## config.mk

```make
export PLATFORM = sky130hd
export DESIGN_NAME = bsk_mgr_rd_sched
export DESIGN_NICKNAME = d
export VERILOG_FILES = /design/src/rtl/bsk_mgr_common_param_pkg.sv /design/src/rtl/bsk_mgr_rd_credit.sv /design/src/rtl/bsk_mgr_rd_sched.sv
export SDC_FILE = /design/constraint.sdc
export NUM_CORES = 1
export LEC_CHECK = 0
export ABC_CLOCK_PERIOD_IN_PS = 10200
export CORE_MARGIN = 1.5
export CORE_UTILIZATION = 37
export DETAILED_ROUTE_END_ITERATION = 7
export SETUP_SLACK_MARGIN = 0.2
export SYNTH_ARGS = -nofsm -noshare
export SYNTH_HDL_FRONTEND = slang
export SYNTH_SLANG_ARGS = --single-unit
```

## constraint.sdc

```tcl
create_clock -name clk -period 10.2 [get_ports clk]
set_input_delay 2.04 -clock clk [delete_from_list [all_inputs] [get_ports clk]]
set_output_delay 2.04 -clock clk [all_outputs]
set_load 0.01 [all_outputs]
```

## src/rtl/bsk_mgr_common_param_pkg.sv

```systemverilog
// bsk_mgr_common_param_pkg: shared node command format, RAM geometry and read scheduler states
package bsk_mgr_common_param_pkg;
    localparam int BSK_RAM_ADD_W = 6;
    localparam int BSK_RAM_DEPTH = 48;
    typedef struct packed {
        logic                     ram_rd_enD;
        logic [BSK_RAM_ADD_W-1:0] ram_rd_addD;
        logic                     buf_in_avail;
    } node_cmd_t;
    localparam int NODE_CMD_W = $bits(node_cmd_t);
    typedef enum logic [1:0] {IDLE, RUN, DRAIN} rd_sched_state_e;
endpackage

```

## src/rtl/bsk_mgr_rd_credit.sv

```systemverilog
// bsk_mgr_rd_credit: tracks node buffer occupancy plus in-flight reads and grants issue credit
module bsk_mgr_rd_credit #(
    parameter int BUF_DEPTH = 6
) (
    input  logic                 clk,
    input  logic                 s_rst_n,
    input  logic [BUF_DEPTH-1:0] buf_en,
    input  logic                 issue,
    input  logic                 retire,
    output logic                 issue_ok
);
    localparam int CW = $clog2(BUF_DEPTH + 1);
    logic [CW-1:0] infl;
    logic [CW:0]   occ;
    always_comb begin
        occ = {1'b0, infl};
        for (int i = 0; i < BUF_DEPTH; i++) occ = occ + {{CW{1'b0}}, buf_en[i]};
    end
    assign issue_ok = occ < (CW+1)'(BUF_DEPTH);
    // retire follows the emitted buf_in_avail, so infl drops exactly when buf_en picks the word up
    always_ff @(posedge clk) begin
        if (!s_rst_n) infl <= '0;
        else if (issue != retire) infl <= issue ? infl + CW'(1) : infl - CW'(1);
    end
`ifndef SYNTHESIS
    a_infl:  assert property (@(posedge clk) disable iff (!s_rst_n) infl <= CW'(BUF_DEPTH));
    a_occ:   assert property (@(posedge clk) disable iff (!s_rst_n) occ <= (CW+1)'(BUF_DEPTH));
    a_avail: assert property (@(posedge clk) disable iff (!s_rst_n) retire |-> infl != '0);
`endif
endmodule

```

## src/rtl/bsk_mgr_rd_sched.sv

```systemverilog
// bsk_mgr_rd_sched: credit-limited read scheduler for one node column, with buf_in_avail
// delayed to match the node's registered rd_en plus RAM read latency
module bsk_mgr_rd_sched
    import bsk_mgr_common_param_pkg::*;
#(
    parameter int RAM_LATENCY = 3,
    parameter int BUF_DEPTH   = RAM_LATENCY + 1 + 2,
    parameter int NB_W        = 16,
    parameter int REP_W       = 8
) (
    input  logic                     clk,
    input  logic                     s_rst_n,
    input  logic                     cmd_vld,
    output logic                     cmd_rdy,
    input  logic [BSK_RAM_ADD_W-1:0] cmd_add,
    input  logic [NB_W-1:0]          cmd_nb,
    input  logic [REP_W-1:0]         cmd_rep,
    output logic [NODE_CMD_W-1:0]    node_cmd,
    input  logic [BUF_DEPTH-1:0]     buf_en,
    output logic                     busy,
    output logic                     done,
    output logic                     err_cmd
);
    rd_sched_state_e          state, state_nxt;
    node_cmd_t                cmd_q;
    logic [BSK_RAM_ADD_W-1:0] add_base, add_cnt, add_inc;
    logic [NB_W-1:0]          nb_last, nb_cnt;
    logic [REP_W-1:0]         rep_last, rep_cnt;
    logic [RAM_LATENCY:0]     pipe;
    logic                     issue_ok, issue, last_nb, last_iss, drain_end, accept, bad;

    bsk_mgr_rd_credit #(.BUF_DEPTH(BUF_DEPTH)) u_credit (
        .clk      (clk),
        .s_rst_n  (s_rst_n),
        .buf_en   (buf_en),
        .issue    (issue),
        .retire   (cmd_q.buf_in_avail),
        .issue_ok (issue_ok)
    );

    assign cmd_rdy   = (state == IDLE) & s_rst_n;
    assign busy      = state != IDLE;
    assign node_cmd  = cmd_q;
    assign accept    = cmd_vld & cmd_rdy;
    assign bad       = (cmd_nb == '0) | (cmd_rep == '0);
    assign issue     = (state == RUN) & issue_ok;
    assign last_nb   = nb_cnt == nb_last;
    assign last_iss  = issue & last_nb & (rep_cnt == rep_last);
    assign add_inc   = (add_cnt == BSK_RAM_ADD_W'(BSK_RAM_DEPTH - 1)) ? '0 : add_cnt + BSK_RAM_ADD_W'(1);
    // no issues in DRAIN, so an empty pipe behind the exiting bit means it is the final read
    assign drain_end = (state == DRAIN) & pipe[RAM_LATENCY] & ~|pipe[RAM_LATENCY-1:0];

    always_comb begin
        state_nxt = state;
        case (state)
            IDLE:    state_nxt = (accept && !bad) ? RUN : IDLE;
            RUN:     state_nxt = last_iss ? DRAIN : RUN;
            DRAIN:   state_nxt = drain_end ? IDLE : DRAIN;
            default: state_nxt = IDLE;
        endcase
    end

    always_ff @(posedge clk) begin
        if (!s_rst_n) begin
            state    <= IDLE;
            cmd_q    <= '0;
            pipe     <= '0;
            done     <= 1'b0;
            err_cmd  <= 1'b0;
            add_base <= '0;
            add_cnt  <= '0;
            nb_last  <= '0;
            nb_cnt   <= '0;
            rep_last <= '0;
            rep_cnt  <= '0;
        end else begin
            state   <= state_nxt;
            done    <= drain_end;
            err_cmd <= err_cmd | (accept & bad);
            if (accept) begin
                add_base <= cmd_add;
                add_cnt  <= cmd_add;
                nb_last  <= cmd_nb - NB_W'(1);
                rep_last <= cmd_rep - REP_W'(1);
                nb_cnt   <= '0;
                rep_cnt  <= '0;
            end else if (issue) begin
                nb_cnt  <= last_nb ? '0 : nb_cnt + NB_W'(1);
                add_cnt <= last_nb ? add_base : add_inc;
                rep_cnt <= rep_cnt + REP_W'(last_nb);
            end
            pipe               <= {pipe[RAM_LATENCY-1:0], issue};
            cmd_q.ram_rd_enD   <= issue;
            cmd_q.ram_rd_addD  <= issue ? add_cnt : '0;
            cmd_q.buf_in_avail <= pipe[RAM_LATENCY];
        end
    end
endmodule
```

==> results of run 1 <==
[flip-flops by register name, indices dropped and copies added (netlist names)]
| signal | cells |
|---|---|
| done | 1 |
| add_cnt | 6 |
| pipe | 4 |
| node_cmd | 7 |
| u_credit.infl | 3 |
| add_base | 6 |
| err_cmd | 1 |
| rep_last | 8 |
| state | 2 |
| nb_last | 16 |
| nb_cnt | 16 |
| rep_cnt | 8 |
[power by group through the flow]
stage | combinational, mW | clock (mW) | sequential (mW)
2_1_floorplan | 0.147 | 0 | 0.357
3_3_place_gp | 0.194 | 0 | 0.365
3_5_place_dp | 0.200 | 0 | 0.366
4_1_cts | 0.201 | 0.266 | 0.359
5_1_grt | 0.228 | 0.278 | 0.364
6_report | 0.200 | 0.259 | 0.359
[critical path: stages]
cell and delay [ns]:
clkdlybuf4s50_1 0.43, fa_1 0.55, inv_1 0.06, fa_1 0.48, inv_1 0.04, ha_1 0.28, a21oi_1 0.08, fa_1 0.39
xor2_1 0.18, o211ai_2 0.09, buf_4 0.21, nor2_2 0.67, inv_1 0.41, o21ai_1 0.97, nor2_1 0.11
[routing by layer]
layer / GRT usage / part of all wire / vias up
li1: - / - / 1671
met1: 0.201 / 0.47 / 1491
met2: 0.281 / 0.47 / 53
met3: 0.0444 / 0.039 / 9
met4: 0.0552 / 0.015 / 0
met5: 0 / 0 / -
[cell usage in the layout, fill, tap and decap left out, types with 2 or more instances in the layout]
cell type	count
nand3_1	27
mux2i_1	6
nand2_1	37
nand4_1	11
dfxtp_1	78
a22o_1	5
nor3b_1	5
o21ai_0	21
fa_1	4
nor4b_1	6
and4_1	2
o41ai_1	2
nor3_1	9
and2_1	5
bufinv_16	2
xor2_1	26
clkbuf_8	10
buf_4	4
o221ai_1	2
xnor2_1	39
clkdlybuf4s50_1	50
nor4_1	18
a211oi_1	7
a31oi_1	2
a21oi_1	15
ha_1	11
inv_1	15
nand2b_1	3
nor2_1	38
and3_1	6
mux2_2	4
[synth_stat cells, types with 11 or more instances]
master / n / share of area
a21oi_1: 15 / 0.019
dfxtp_1: 78 / 0.39
o21ai_0: 21 / 0.026
nand2_1: 37 / 0.035
nor4_1: 18 / 0.028
nor2_1: 38 / 0.036
clkbuf_1: 17 / 0.016
xor2_1: 26 / 0.057
xnor2_1: 39 / 0.086
nand4_1: 11 / 0.017
inv_1: 15 / 0.014
nand3_1: 27 / 0.034
ha_1: 11 / 0.034
[cell type report]
type                       instances  area, um^2  share of cell area
timing repair buffer              54         531               0.111
clock inverter                     5        81.3              0.0170
sequential                        78        1560               0.326
clock buffer                      11         141              0.0295
inverter                          16        60.1              0.0125
tap                              136         170              0.0355
multi-input combinational        333        2250               0.469
[logic make-up after synthesis]
kind of cell,synth area share
muxes,0.0263
AOI/OAI and AO/OA,0.108
xor gates and xnor gates,0.143
adders and majority gates,0.0546
and+or+nand+nor,0.232
DFF,0.391
buffers and inverters,0.0448
[metrics by stage]
stage	util	cell area [um^2]	hold WS, ns
global placement	0.439	4570	0.431
detailed placement	0.439	4570	0.449
CTS	0.460	4790	0.456
finish	0.460	4790	0.461
floorplan	-	3990	0.422
global route	0.460	4790	0.479
[worst paths after layout]
kind | from | to | cells after the start
max | buf_en[0] | nb_cnt[12] | 15
min | pipe[1] | pipe[2] | 1
max reg2reg | u_credit.infl[0] | nb_cnt[12] | 13
min reg2reg | pipe[1] | pipe[2] | 1
==> impl_results.html, run 1 <==
<table>
<tr><th>Metric</th><th>Value</th></tr>
<tr><th colspan="2">Status</th></tr>
<tr><td>Status</td><td>completed</td></tr>
<tr><th colspan="2">Synthesis</th></tr>
<tr><td>#FFs+latches synth</td><td>78</td></tr>
<tr><td>Number of enable-type register cells in the synthesized netlist</td><td>0</td></tr>
<tr><td>Ys Warns</td><td>0</td></tr>
<tr><td>Commonest register cell after synthesis</td><td>dfxtp_1</td></tr>
<tr><td>Number of unique standard cell types used by synthesis</td><td>55</td></tr>
<tr><td>Net Count, Synth</td><td>507</td></tr>
<tr><td>Synthesized instance count</td><td>453</td></tr>
<tr><td>Sequential cell area fraction in the yosys report</td><td>0.391</td></tr>
<tr><td>Synthesized area</td><td>3990 um^2</td></tr>
<tr><td>Share of synthesized registers carrying an async set or reset</td><td>0</td></tr>
<tr><td>Mean instance size in the synthesized netlist</td><td>8.81 um^2</td></tr>
<tr><th colspan="2">Power</th></tr>
<tr><td>Max VDD drop</td><td>0.0955 mV</td></tr>
<tr><td>Combinational Power Share</td><td>0.244</td></tr>
<tr><td>Share of power burned in the clock network</td><td>0.316</td></tr>
<tr><td>Pwr dens</td><td>171 nW/um^2</td></tr>
<tr><td>Final Total Pwr</td><td>818 uW</td></tr>
<tr><td>Register share of total power</td><td>0.439</td></tr>
<tr><td>Cell-internal power</td><td>565 uW</td></tr>
<tr><td>Leakage</td><td>1.80 nW</td></tr>
<tr><td>Net Sw Frac</td><td>0.310</td></tr>
<tr><td>Switching Power</td><td>254 uW</td></tr>
<tr><th colspan="2">Clock tree</th></tr>
<tr><td># hold bufs at CTS</td><td>0</td></tr>
<tr><td>Deepest clock path buffer count</td><td>2</td></tr>
<tr><td>Clock Root Buffer</td><td>clkbuf_8</td></tr>
<tr><td>CTS H-tree lvls</td><td>3</td></tr>
<tr><td>TritonCTS clock tree</td><td>yes</td></tr>
<tr><td>Cts repair resizes</td><td>0</td></tr>
<tr><td>Post-CTS setup buffers</td><td>0</td></tr>
<tr><td>Clock network latency to the later pin of the worst-skew pair</td><td>0.35 ns</td></tr>
<tr><td>Number of buffers created by CTS</td><td>9</td></tr>
<tr><td>Total number of clock tree sinks</td><td>78</td></tr>
<tr><td>Clk pin slew, worst setup/hold paths</td><td>0.08 ns</td></tr>
<tr><th colspan="2">STA</th></tr>
<tr><td>Max-slew headroom at the worst pin</td><td>0.249</td></tr>
<tr><td># setup viols final</td><td>0</td></tr>
<tr><td>Portion of the clock cycle consumed by the worst path in the final layout</td><td>0.666</td></tr>
<tr><td>TNS Setup</td><td>0 ns</td></tr>
<tr><td>Worst-Margin Slew</td><td>1.12 ns</td></tr>
<tr><td>Final-report max-slew violation count</td><td>0</td></tr>
<tr><td>Worst setup slack after layout</td><td>3.41 ns</td></tr>
<tr><td>Final hold viol count</td><td>0</td></tr>
<tr><td>Unrepaired setup endpoints after global routing</td><td>false</td></tr>
<tr><td>Highest attainable clock frequency</td><td>147 MHz</td></tr>
<tr><td>Worst setup skew after layout</td><td>0.0124 ns</td></tr>
<tr><td>Minimum clock period</td><td>6.79 ns</td></tr>
<tr><th colspan="2">Floorplanning</th></tr>
<tr><td>Die area</td><td>11400 um^2</td></tr>
<tr><td>Die height</td><td>107 um</td></tr>
<tr><td>Num ports</td><td>51</td></tr>
<tr><td>Core Footprint</td><td>10400 um^2</td></tr>
<tr><td>Count of standard-cell rows</td><td>37</td></tr>
<tr><td>Initial core utilization</td><td>0.383</td></tr>
<tr><td>X dimension of the die</td><td>107 um</td></tr>
<tr><th colspan="2">Worst setup path</th></tr>
<tr><td>R2R setup slack</td><td>5.60 ns</td></tr>
<tr><td>Kind of critical path</td><td>input port to flop</td></tr>
<tr><td>Maximum net fanout on the critical path</td><td>22</td></tr>
<tr><td>Crit end category</td><td>flop</td></tr>
<tr><td>Critical Path RT</td><td>10.40 ns</td></tr>
<tr><td>Endpoint arrival time on the critical path</td><td>6.99 ns</td></tr>
<tr><td>Worst Setup Start Kind</td><td>input port</td></tr>
<tr><th colspan="2">Global routing</th></tr>
<tr><td>Wire length of the first global-routing pass</td><td>14700 um</td></tr>
<tr><td>Maximum number of pins on one net before global-route repair</td><td>44</td></tr>
<tr><td>GRT Util Overall</td><td>0.165</td></tr>
<tr><td>Initial antenna violation count</td><td>0</td></tr>
<tr><td>Overflow after GRT</td><td>0</td></tr>
<tr><td>Vias in the first global route</td><td>3080</td></tr>
<tr><th colspan="2">Detailed routing</th></tr>
<tr><td>Number of DRC markers in iteration 0</td><td>86</td></tr>
<tr><td>Via density per instance</td><td>5.09</td></tr>
<tr><td>DRC errors left</td><td>0</td></tr>
<tr><td>Total via count in the routed design</td><td>3224</td></tr>
<tr><td>Number of optimization iterations in the first detailed-route pass</td><td>4</td></tr>
<tr><td>Routed wire length per instance</td><td>14.1 um</td></tr>
<tr><td>DRT Wirelength</td><td>8950 um</td></tr>
<tr><td>Remaining antenna violation count</td><td>0</td></tr>
<tr><th colspan="2">Layout</th></tr>
<tr><td>Fillers</td><td>1015</td></tr>
<tr><td>Synthesis-to-finish area growth</td><td>20.2%</td></tr>
<tr><td>Post-route non-filler standard cell count</td><td>633</td></tr>
<tr><td>Net count, final</td><td>546</td></tr>
<tr><td>Share of final-layout standard cells stronger than drive strength 1</td><td>0.0624</td></tr>
<tr><td>Antenna diodes</td><td>0</td></tr>
<tr><th colspan="2">Hold path</th></tr>
<tr><td>Worst min path class</td><td>flop to flop</td></tr>
<tr><th colspan="2">Placement</th></tr>
<tr><td>Total placed cells including tap cells</td><td>617</td></tr>
<tr><td># port buffers</td><td>50</td></tr>
<tr><td>Post-detailed-placement half-perimeter wirelength</td><td>6480 um</td></tr>
<tr><td>Worst-case setup slack after placement</td><td>3.00 ns</td></tr>
<tr><td>Weighted congestion at the end of routability-driven global placement</td><td>0.809</td></tr>
<tr><th colspan="2">Run</th></tr>
<tr><td>Maxcap violations</td><td>0</td></tr>
</table>
Power figures use the tool's default switching activity.
==> inputs of run 2 (changes only) <==
--- a/config.mk
+++ b/config.mk
@@ -5,7 +5,7 @@
 export SDC_FILE = /design/constraint.sdc
 export NUM_CORES = 1
 export LEC_CHECK = 0
-export ABC_CLOCK_PERIOD_IN_PS = 10200
+export ABC_CLOCK_PERIOD_IN_PS = 6600
 export CORE_MARGIN = 1.5
 export CORE_UTILIZATION = 37
 export DETAILED_ROUTE_END_ITERATION = 7
==> constraint.sdc (replaced) <==
create_clock -name clk -period 6.6 [get_ports clk]
set_input_delay 1.32 -clock clk [delete_from_list [all_inputs] [get_ports clk]]
set_output_delay 1.32 -clock clk [all_outputs]
set_load 0.01 [all_outputs]
==> impl_results.html, run 2 (same netlist as run 1, synthesis figures left out) <==
<table>
<tr><th>Metric</th><th>Value</th></tr>
<tr><th colspan="2">Status</th></tr>
<tr><td>Status</td><td>completed</td></tr>
<tr><th colspan="2">Detailed routing</th></tr>
<tr><td>Routed wire length per instance</td><td>14.3 um (+1.1%)</td></tr>
<tr><td>Total via count in the routed design</td><td>3279 (+1.7%)</td></tr>
<tr><td>Remaining antenna violation count</td><td>0 (unchanged)</td></tr>
<tr><td>DRC errors left</td><td>0 (unchanged)</td></tr>
<tr><td>Number of optimization iterations in the first detailed-route pass</td><td>4 (unchanged)</td></tr>
<tr><td>DRT Wirelength</td><td>9070 um (+1.3%)</td></tr>
<tr><td>Via density per instance</td><td>5.17 (+1.5%)</td></tr>
<tr><td>Number of DRC markers in iteration 0</td><td>164 (+91%)</td></tr>
<tr><th colspan="2">Global routing</th></tr>
<tr><td>Vias in the first global route</td><td>3225 (+4.7%)</td></tr>
<tr><td>Global routing usage on met2</td><td>0.281 (+0.000458)</td></tr>
<tr><td>Met3 usage in global routing</td><td>0.0426 (-0.00182)</td></tr>
<tr><td>Met1 Usage GRT</td><td>0.210 (+0.00883)</td></tr>
<tr><td>Initial antenna violation count</td><td>0 (unchanged)</td></tr>
<tr><td>Overflow after GRT</td><td>0 (unchanged)</td></tr>
<tr><td>Maximum number of pins on one net before global-route repair</td><td>43 (-2.3%)</td></tr>
<tr><td>Wire length of the first global-routing pass</td><td>15100 um (+3.0%)</td></tr>
<tr><td>GRT Util Overall</td><td>0.167 (+0.00229)</td></tr>
<tr><td>Top Usage Layer GRT</td><td>met2</td></tr>
<tr><th colspan="2">Layout</th></tr>
<tr><td>Most frequent cells in the layout</td><td>dfxtp_1, clkdlybuf4s50_1, xnor2_1</td></tr>
<tr><td>Final standard cell area without fillers</td><td>4780 um^2 (-0.21%)</td></tr>
<tr><td>Net count, final</td><td>547 (+0.18%)</td></tr>
<tr><td>Fillers</td><td>1028 (+1.3%)</td></tr>
<tr><td>Post-route non-filler standard cell count</td><td>634 (+0.16%)</td></tr>
<tr><td>Share of final-layout standard cells stronger than drive strength 1</td><td>0.0663 (+0.00389)</td></tr>
<tr><td>Synthesis-to-finish area growth</td><td>19.9%</td></tr>
<tr><td>Commonest non-fill, non-tap cell in the layout</td><td>dfxtp_1</td></tr>
<tr><td>Antenna diodes</td><td>0 (unchanged)</td></tr>
<tr><td>Largest registers in the final layout</td><td>nb_cnt: 16 flops, nb_last: 16 flops</td></tr>
<tr><td>End-of-flow core utilization</td><td>0.459 (-0.000961)</td></tr>
<tr><th colspan="2">STA</th></tr>
<tr><td>Worst setup slack after layout</td><td>1.34 ns (-2.06 ns)</td></tr>
<tr><td>TNS Setup</td><td>0 ns (unchanged)</td></tr>
<tr><td>Unrepaired setup endpoints after global routing</td><td>false</td></tr>
<tr><td># setup viols final</td><td>0 (unchanged)</td></tr>
<tr><td>Max-slew headroom at the worst pin</td><td>0.238 (-0.0110)</td></tr>
<tr><td>Final-report max-slew violation count</td><td>0 (unchanged)</td></tr>
<tr><td>Final hold viol count</td><td>0 (unchanged)</td></tr>
<tr><td>Highest attainable clock frequency</td><td>190 MHz</td></tr>
<tr><td>Portion of the clock cycle consumed by the worst path in the final layout</td><td>0.796</td></tr>
<tr><td>Worst setup skew after layout</td><td>0.0149 ns (+0.00246 ns)</td></tr>
<tr><td>Minimum clock period</td><td>5.26 ns</td></tr>
<tr><td>Worst-Margin Slew</td><td>1.14 ns (+0.0164 ns)</td></tr>
<tr><td>Worst slack on hold paths</td><td>0.452 ns (-0.00895 ns)</td></tr>
<tr><th colspan="2">Worst setup path</th></tr>
<tr><td>Kind of critical path</td><td>input port to flop</td></tr>
<tr><td>Critical Path RT</td><td>6.79 ns (-3.61 ns)</td></tr>
<tr><td>Maximum net fanout on the critical path</td><td>22 (unchanged)</td></tr>
<tr><td>R2R setup slack</td><td>2.83 ns (-2.77 ns)</td></tr>
<tr><td>Worst Setup Start Kind</td><td>input port</td></tr>
<tr><td>Crit end category</td><td>flop</td></tr>
<tr><td>Start of the worst register-to-register path</td><td>u_credit.infl[0]</td></tr>
<tr><td>R2R depth</td><td>13 (unchanged)</td></tr>
<tr><td>Endpoint arrival time on the critical path</td><td>5.44 ns (-1.55 ns)</td></tr>
<tr><td>Reg-to-Reg End</td><td>nb_cnt[0]</td></tr>
<tr><th colspan="2">Floorplanning</th></tr>
<tr><td>Core Footprint</td><td>10400 um^2 (unchanged)</td></tr>
<tr><td>Die area</td><td>11400 um^2 (unchanged)</td></tr>
<tr><td>Initial core utilization</td><td>0.383 (unchanged)</td></tr>
<tr><td>Die height</td><td>107 um (unchanged)</td></tr>
<tr><td>Count of standard-cell rows</td><td>37 (unchanged)</td></tr>
<tr><td>Num ports</td><td>51 (unchanged)</td></tr>
<tr><td>X dimension of the die</td><td>107 um (unchanged)</td></tr>
<tr><th colspan="2">Power</th></tr>
<tr><td>Leakage</td><td>1.80 nW (about the same)</td></tr>
<tr><td>Max VDD drop</td><td>0.107 mV (+12%)</td></tr>
<tr><td>Final Total Pwr</td><td>1.24 mW (+52%)</td></tr>
<tr><td>Pwr dens</td><td>260 nW/um^2 (+52%)</td></tr>
<tr><th colspan="2">Clock tree</th></tr>
<tr><td>TritonCTS clock tree</td><td>yes</td></tr>
<tr><td>Total number of clock tree sinks</td><td>78 (unchanged)</td></tr>
<tr><td>Clk pin slew, worst setup/hold paths</td><td>0.10 ns (+0.02 ns)</td></tr>
<tr><td>Deepest clock path buffer count</td><td>2 (unchanged)</td></tr>
<tr><td>Number of buffers created by CTS</td><td>9 (unchanged)</td></tr>
<tr><td>Cts repair resizes</td><td>0 (unchanged)</td></tr>
<tr><td>Clock network latency to the later pin of the worst-skew pair</td><td>0.36 ns (about the same)</td></tr>
<tr><td>Clock Root Buffer</td><td>clkbuf_8</td></tr>
<tr><td>CTS H-tree lvls</td><td>3 (unchanged)</td></tr>
<tr><td># hold bufs at CTS</td><td>0 (unchanged)</td></tr>
<tr><td>Post-CTS setup buffers</td><td>0 (unchanged)</td></tr>
<tr><th colspan="2">Placement</th></tr>
<tr><td>Area post-placement</td><td>4580 um^2 (+0.16%)</td></tr>
<tr><td>Total placed cells including tap cells</td><td>618 (+0.16%)</td></tr>
<tr><td># port buffers</td><td>50 (unchanged)</td></tr>
<tr><td>Worst-case setup slack after placement</td><td>0.939 ns (-2.06 ns)</td></tr>
<tr><td>Weighted congestion at the end of routability-driven global placement</td><td>0.800 (-1.1%)</td></tr>
<tr><td>Post-detailed-placement half-perimeter wirelength</td><td>6530 um (+0.76%)</td></tr>
<tr><th colspan="2">Hold path</th></tr>
<tr><td>Hold wc startpoint</td><td>add_base[3]</td></tr>
<tr><td>End point of the worst hold path</td><td>add_base[3]</td></tr>
<tr><td>Worst min path class</td><td>flop to flop</td></tr>
<tr><td>Number of cells on the worst hold path</td><td>2 (+1)</td></tr>
<tr><th colspan="2">Run</th></tr>
<tr><td>Maxcap violations</td><td>0 (unchanged)</td></tr>
</table>
-- run 2: cell count changes in the layout (fill, tap and decap cells not counted) --
cell,change
buf_4,+1
bufinv_16,-1
clkbuf_1,-1
clkbuf_8,-1
clkinv_4,+2
clkinvlp_4,-1
inv_6,+1
inv_8,+1
-- run 2: power breakdown --
part           switching [mW]  total (mW)  internal [mW]
Combinational           0.176       0.315          0.138
Sequential             0.0428       0.556          0.513
Clock                   0.191       0.372          0.181
-- run 2: worst max-delay path, stage by stage --
cell             delay (ns)
clkdlybuf4s50_1        0.43
fa_1                   0.54
inv_1                  0.05
fa_1                   0.47
inv_1                  0.04
ha_1                   0.28
a21oi_1                0.07
fa_1                   0.38
xor2_1                 0.17
o211ai_2               0.08
buf_4                  0.22
nor2_2                 0.12
inv_1                  0.20
o21ai_1                0.94
nor2_1                 0.12
-- run 2: worst max path at each step --
| stage | cells past startpoint | slack, ns | endpoint | from |
|---|---|---|---|---|
| detailed placement | 15 | 0.94 | nb_cnt[0] | buf_en[0] |
| global route | 15 | 1.08 | nb_cnt[7] | buf_en[0] |
| global placement | 15 | 1.14 | nb_cnt[4] | buf_en[0] |
| CTS | 15 | 1.31 | nb_cnt[0] | buf_en[0] |
| floorplan | 16 | 1.88 | u_credit.infl[2] | buf_en[0] |
| finish | 15 | 1.34 | nb_cnt[0] | buf_en[0] |
-- run 2: cell type report --
class                   count  area [um^2]  share of cell area
multi-input cells         333         2250               0.470
flip-flops and latches     78         1560               0.326
repair buffers             55          538               0.112
well taps                 136          170              0.0356
clock buffers               9          124              0.0259
clock inverters             7         81.3              0.0170
inverters                  16         60.1              0.0126
-- run 2: metal layers --
| metal | share of wire | wire length (um) |
|---|---|---|
| met5 | 0 | 0 |
| met4 | 0.014 | 131 |
| met3 | 0.035 | 319 |
| met2 | 0.48 | 4380 |
| met1 | 0.47 | 4230 |
==> inputs of run 3 (changes only) <==
--- a/config.mk
+++ b/config.mk
@@ -5,7 +5,7 @@
 export SDC_FILE = /design/constraint.sdc
 export NUM_CORES = 1
 export LEC_CHECK = 0
-export ABC_CLOCK_PERIOD_IN_PS = 6600
+export ABC_CLOCK_PERIOD_IN_PS = 5100
 export CORE_MARGIN = 1.5
 export CORE_UTILIZATION = 37
 export DETAILED_ROUTE_END_ITERATION = 7
==> constraint.sdc (replaced) <==
create_clock -name clk -period 5.1 [get_ports clk]
set_input_delay 1.02 -clock clk [delete_from_list [all_inputs] [get_ports clk]]
set_output_delay 1.02 -clock clk [all_outputs]
set_load 0.01 [all_outputs]
==> impl_results.html, run 3 (same netlist as run 1, synthesis figures left out) <==
<table>
<tr><th>Metric</th><th>Value</th></tr>
<tr><th colspan="2">Status</th></tr>
<tr><td>Status</td><td>completed</td></tr>
<tr><th colspan="2">STA</th></tr>
<tr><td>Unrepaired setup endpoints after global routing</td><td>false</td></tr>
<tr><td>TNS Setup</td><td>0 ns (unchanged)</td></tr>
<tr><td>Worst setup skew after layout</td><td>0.00990 ns (-0.00498 ns)</td></tr>
<tr><td>Max-slew headroom at the worst pin</td><td>0.334 (+0.0961)</td></tr>
<tr><td>Minimum clock period</td><td>4.47 ns</td></tr>
<tr><td>Portion of the clock cycle consumed by the worst path in the final layout</td><td>0.876</td></tr>
<tr><td>Highest attainable clock frequency</td><td>224 MHz</td></tr>
<tr><td>Final hold viol count</td><td>0 (unchanged)</td></tr>
<tr><td>Final-report max-slew violation count</td><td>0 (unchanged)</td></tr>
<tr><td>Worst setup slack after layout</td><td>0.632 ns (-0.713 ns)</td></tr>
<tr><td># setup viols final</td><td>0 (unchanged)</td></tr>
<tr><td>Worst-Margin Slew</td><td>0.995 ns (-0.140 ns)</td></tr>
<tr><th colspan="2">Global routing</th></tr>
<tr><td>GRT Util Overall</td><td>0.172 (+0.00529)</td></tr>
<tr><td>Overflow after GRT</td><td>0 (unchanged)</td></tr>
<tr><td>Wire length of the first global-routing pass</td><td>15600 um (+3.4%)</td></tr>
<tr><td>Initial antenna violation count</td><td>0 (unchanged)</td></tr>
<tr><td>Vias in the first global route</td><td>3287 (+1.9%)</td></tr>
<tr><td>Maximum number of pins on one net before global-route repair</td><td>43 (unchanged)</td></tr>
<tr><th colspan="2">Worst setup path</th></tr>
<tr><td>Crit end category</td><td>flop</td></tr>
<tr><td>Worst Setup Start Kind</td><td>input port</td></tr>
<tr><td>Maximum net fanout on the critical path</td><td>3 (-86%)</td></tr>
<tr><td>R2R depth</td><td>14 (+1)</td></tr>
<tr><td>Endpoint arrival time on the critical path</td><td>4.75 ns (-0.69 ns)</td></tr>
<tr><td>Critical Path RT</td><td>5.38 ns (-1.41 ns)</td></tr>
<tr><td>Kind of critical path</td><td>input port to flop</td></tr>
<tr><th colspan="2">Clock tree</th></tr>
<tr><td>Number of buffers created by CTS</td><td>9 (unchanged)</td></tr>
<tr><td>Clock Root Buffer</td><td>clkbuf_8</td></tr>
<tr><td>Clock network latency to the later pin of the worst-skew pair</td><td>0.35 ns (about the same)</td></tr>
<tr><td># hold bufs at CTS</td><td>0 (unchanged)</td></tr>
<tr><td>Total number of clock tree sinks</td><td>78 (unchanged)</td></tr>
<tr><td>Deepest clock path buffer count</td><td>2 (unchanged)</td></tr>
<tr><td>CTS H-tree lvls</td><td>3 (unchanged)</td></tr>
<tr><td>Clk pin slew, worst setup/hold paths</td><td>0.08 ns (-0.02 ns)</td></tr>
<tr><td>Post-CTS setup buffers</td><td>0 (unchanged)</td></tr>
<tr><td>Cts repair resizes</td><td>0 (unchanged)</td></tr>
<tr><td>TritonCTS clock tree</td><td>yes</td></tr>
<tr><th colspan="2">Floorplanning</th></tr>
<tr><td>Core Footprint</td><td>10400 um^2 (unchanged)</td></tr>
<tr><td>Count of standard-cell rows</td><td>37 (unchanged)</td></tr>
<tr><td>X dimension of the die</td><td>107 um (unchanged)</td></tr>
<tr><td>Num ports</td><td>51 (unchanged)</td></tr>
<tr><td>Die area</td><td>11400 um^2 (unchanged)</td></tr>
<tr><td>Die height</td><td>107 um (unchanged)</td></tr>
<tr><td>Initial core utilization</td><td>0.383 (unchanged)</td></tr>
<tr><th colspan="2">Placement</th></tr>
<tr><td>Worst-case setup slack after placement</td><td>0.269 ns (-0.669 ns)</td></tr>
<tr><td>Weighted congestion at the end of routability-driven global placement</td><td>0.799 (-0.16%)</td></tr>
<tr><td># port buffers</td><td>50 (unchanged)</td></tr>
<tr><td>Post-detailed-placement half-perimeter wirelength</td><td>6750 um (+3.3%)</td></tr>
<tr><th colspan="2">Detailed routing</th></tr>
<tr><td>DRT Wirelength</td><td>9190 um (+1.4%)</td></tr>
<tr><td>Via density per instance</td><td>5.20 (+0.45%)</td></tr>
<tr><td>Number of DRC markers in iteration 0</td><td>106 (-35%)</td></tr>
<tr><td>Routed wire length per instance</td><td>14.5 um (+1.2%)</td></tr>
<tr><td>Total via count in the routed design</td><td>3299 (+0.61%)</td></tr>
<tr><td>Remaining antenna violation count</td><td>0 (unchanged)</td></tr>
<tr><td>DRC errors left</td><td>0 (unchanged)</td></tr>
<tr><td>Number of optimization iterations in the first detailed-route pass</td><td>4 (unchanged)</td></tr>
<tr><th colspan="2">Layout</th></tr>
<tr><td>Net count, final</td><td>549 (+0.37%)</td></tr>
<tr><td>Largest registers in the final layout</td><td>nb_cnt: 16 flops, nb_last: 16 flops</td></tr>
<tr><td>Area taken by flip-flops and latches</td><td>1560 um^2 (unchanged)</td></tr>
<tr><td>Fillers</td><td>1017 (-1.1%)</td></tr>
<tr><td>Synthesis-to-finish area growth</td><td>19.8% (about the same)</td></tr>
<tr><td>Most frequent cells in the layout</td><td>dfxtp_1, clkdlybuf4s50_1, xnor2_1</td></tr>
<tr><td>Commonest non-fill, non-tap cell in the layout</td><td>dfxtp_1</td></tr>
<tr><td>Share of final-layout standard cells stronger than drive strength 1</td><td>0.0681 (+0.00187)</td></tr>
<tr><td>Combined area of the multi-input logic cells</td><td>2250 um^2 (unchanged)</td></tr>
<tr><td>Antenna diodes</td><td>0 (unchanged)</td></tr>
<tr><th colspan="2">Power</th></tr>
<tr><td>Leakage</td><td>1.79 nW (-0.31%)</td></tr>
<tr><td>Pwr dens</td><td>331 nW/um^2 (+27%)</td></tr>
<tr><td>Max VDD drop</td><td>0.172 mV (+61%)</td></tr>
<tr><td>Final Total Pwr</td><td>1.58 mW (+27%)</td></tr>
<tr><th colspan="2">Hold path</th></tr>
<tr><td>Worst min path class</td><td>flop to flop</td></tr>
<tr><td>Number of cells on the worst hold path</td><td>2 (unchanged)</td></tr>
<tr><th colspan="2">Run</th></tr>
<tr><td>Maxcap violations</td><td>0 (unchanged)</td></tr>
</table>
[run 3: cell types whose count changed in the layout (fill, tap and decap cells not counted)]
cell / delta
inv_8: -1
clkinv_4: -1
clkinvlp_4: +2
inv_6: -2
clkinv_2: +1
buf_4: +2
[run 3: worst max-delay path: stages]
cell,delay [ns]
clkdlybuf4s50_1,0.43
fa_1,0.54
inv_1,0.05
fa_1,0.47
inv_1,0.04
ha_1,0.28
a21oi_1,0.07
fa_1,0.38
xor2_1,0.19
o211ai_2,0.11
nor2_2,0.11
inv_1,0.10
fa_1,0.43
nor4b_1,0.15
a21oi_1,0.16
mux2i_1,0.21
[run 3: path summary, 6_finish.rpt]
kind	from	slack, ns	to
max reg2reg	u_credit.infl[0]	1.79	u_credit.infl[2]
min reg2reg	add_base[3]	0.45	add_base[3]
min	add_base[3]	0.45	add_base[3]
max	buf_en[0]	0.63	u_credit.infl[2]
[run 3: metrics by stage]
| stage | cells | cell area [um^2] | utilization | hold WS (ns) |
|---|---|---|---|---|
| 5_1_grt | 635 | 4780 | 0.459 | 0.476 |
| 2_1_floorplan | 453 | 3990 | - | 0.422 |
| 6_report | 635 | 4780 | 0.459 | 0.450 |
| 4_1_cts | 635 | 4780 | 0.459 | 0.450 |
| 3_3_place_gp | 620 | 4590 | 0.441 | 0.432 |
| 3_5_place_dp | 620 | 4590 | 0.441 | 0.435 |
[run 3: final cells by class]
class / instances / area share
multi-input combinational: 333 / 0.470
timing repair buffer: 57 / 0.116
sequential: 78 / 0.327
clock buffer: 9 / 0.0259
inverter: 16 / 0.0126
tap: 136 / 0.0356
clock inverter: 6 / 0.0133
[run 3: power by group]
part           switching, mW  internal (mW)
Sequential            0.0540          0.664
Combinational          0.234          0.184
Clock                  0.224          0.222
Total                  0.511           1.07
[run 3: metal layers]
| metal | GRT usage | routed length [um] |
|---|---|---|
| met4 | 0.0486 | 125 |
| met5 | 0 | 0 |
| met3 | 0.0413 | 352 |
| met2 | 0.299 | 4520 |
| met1 | 0.213 | 4190 |
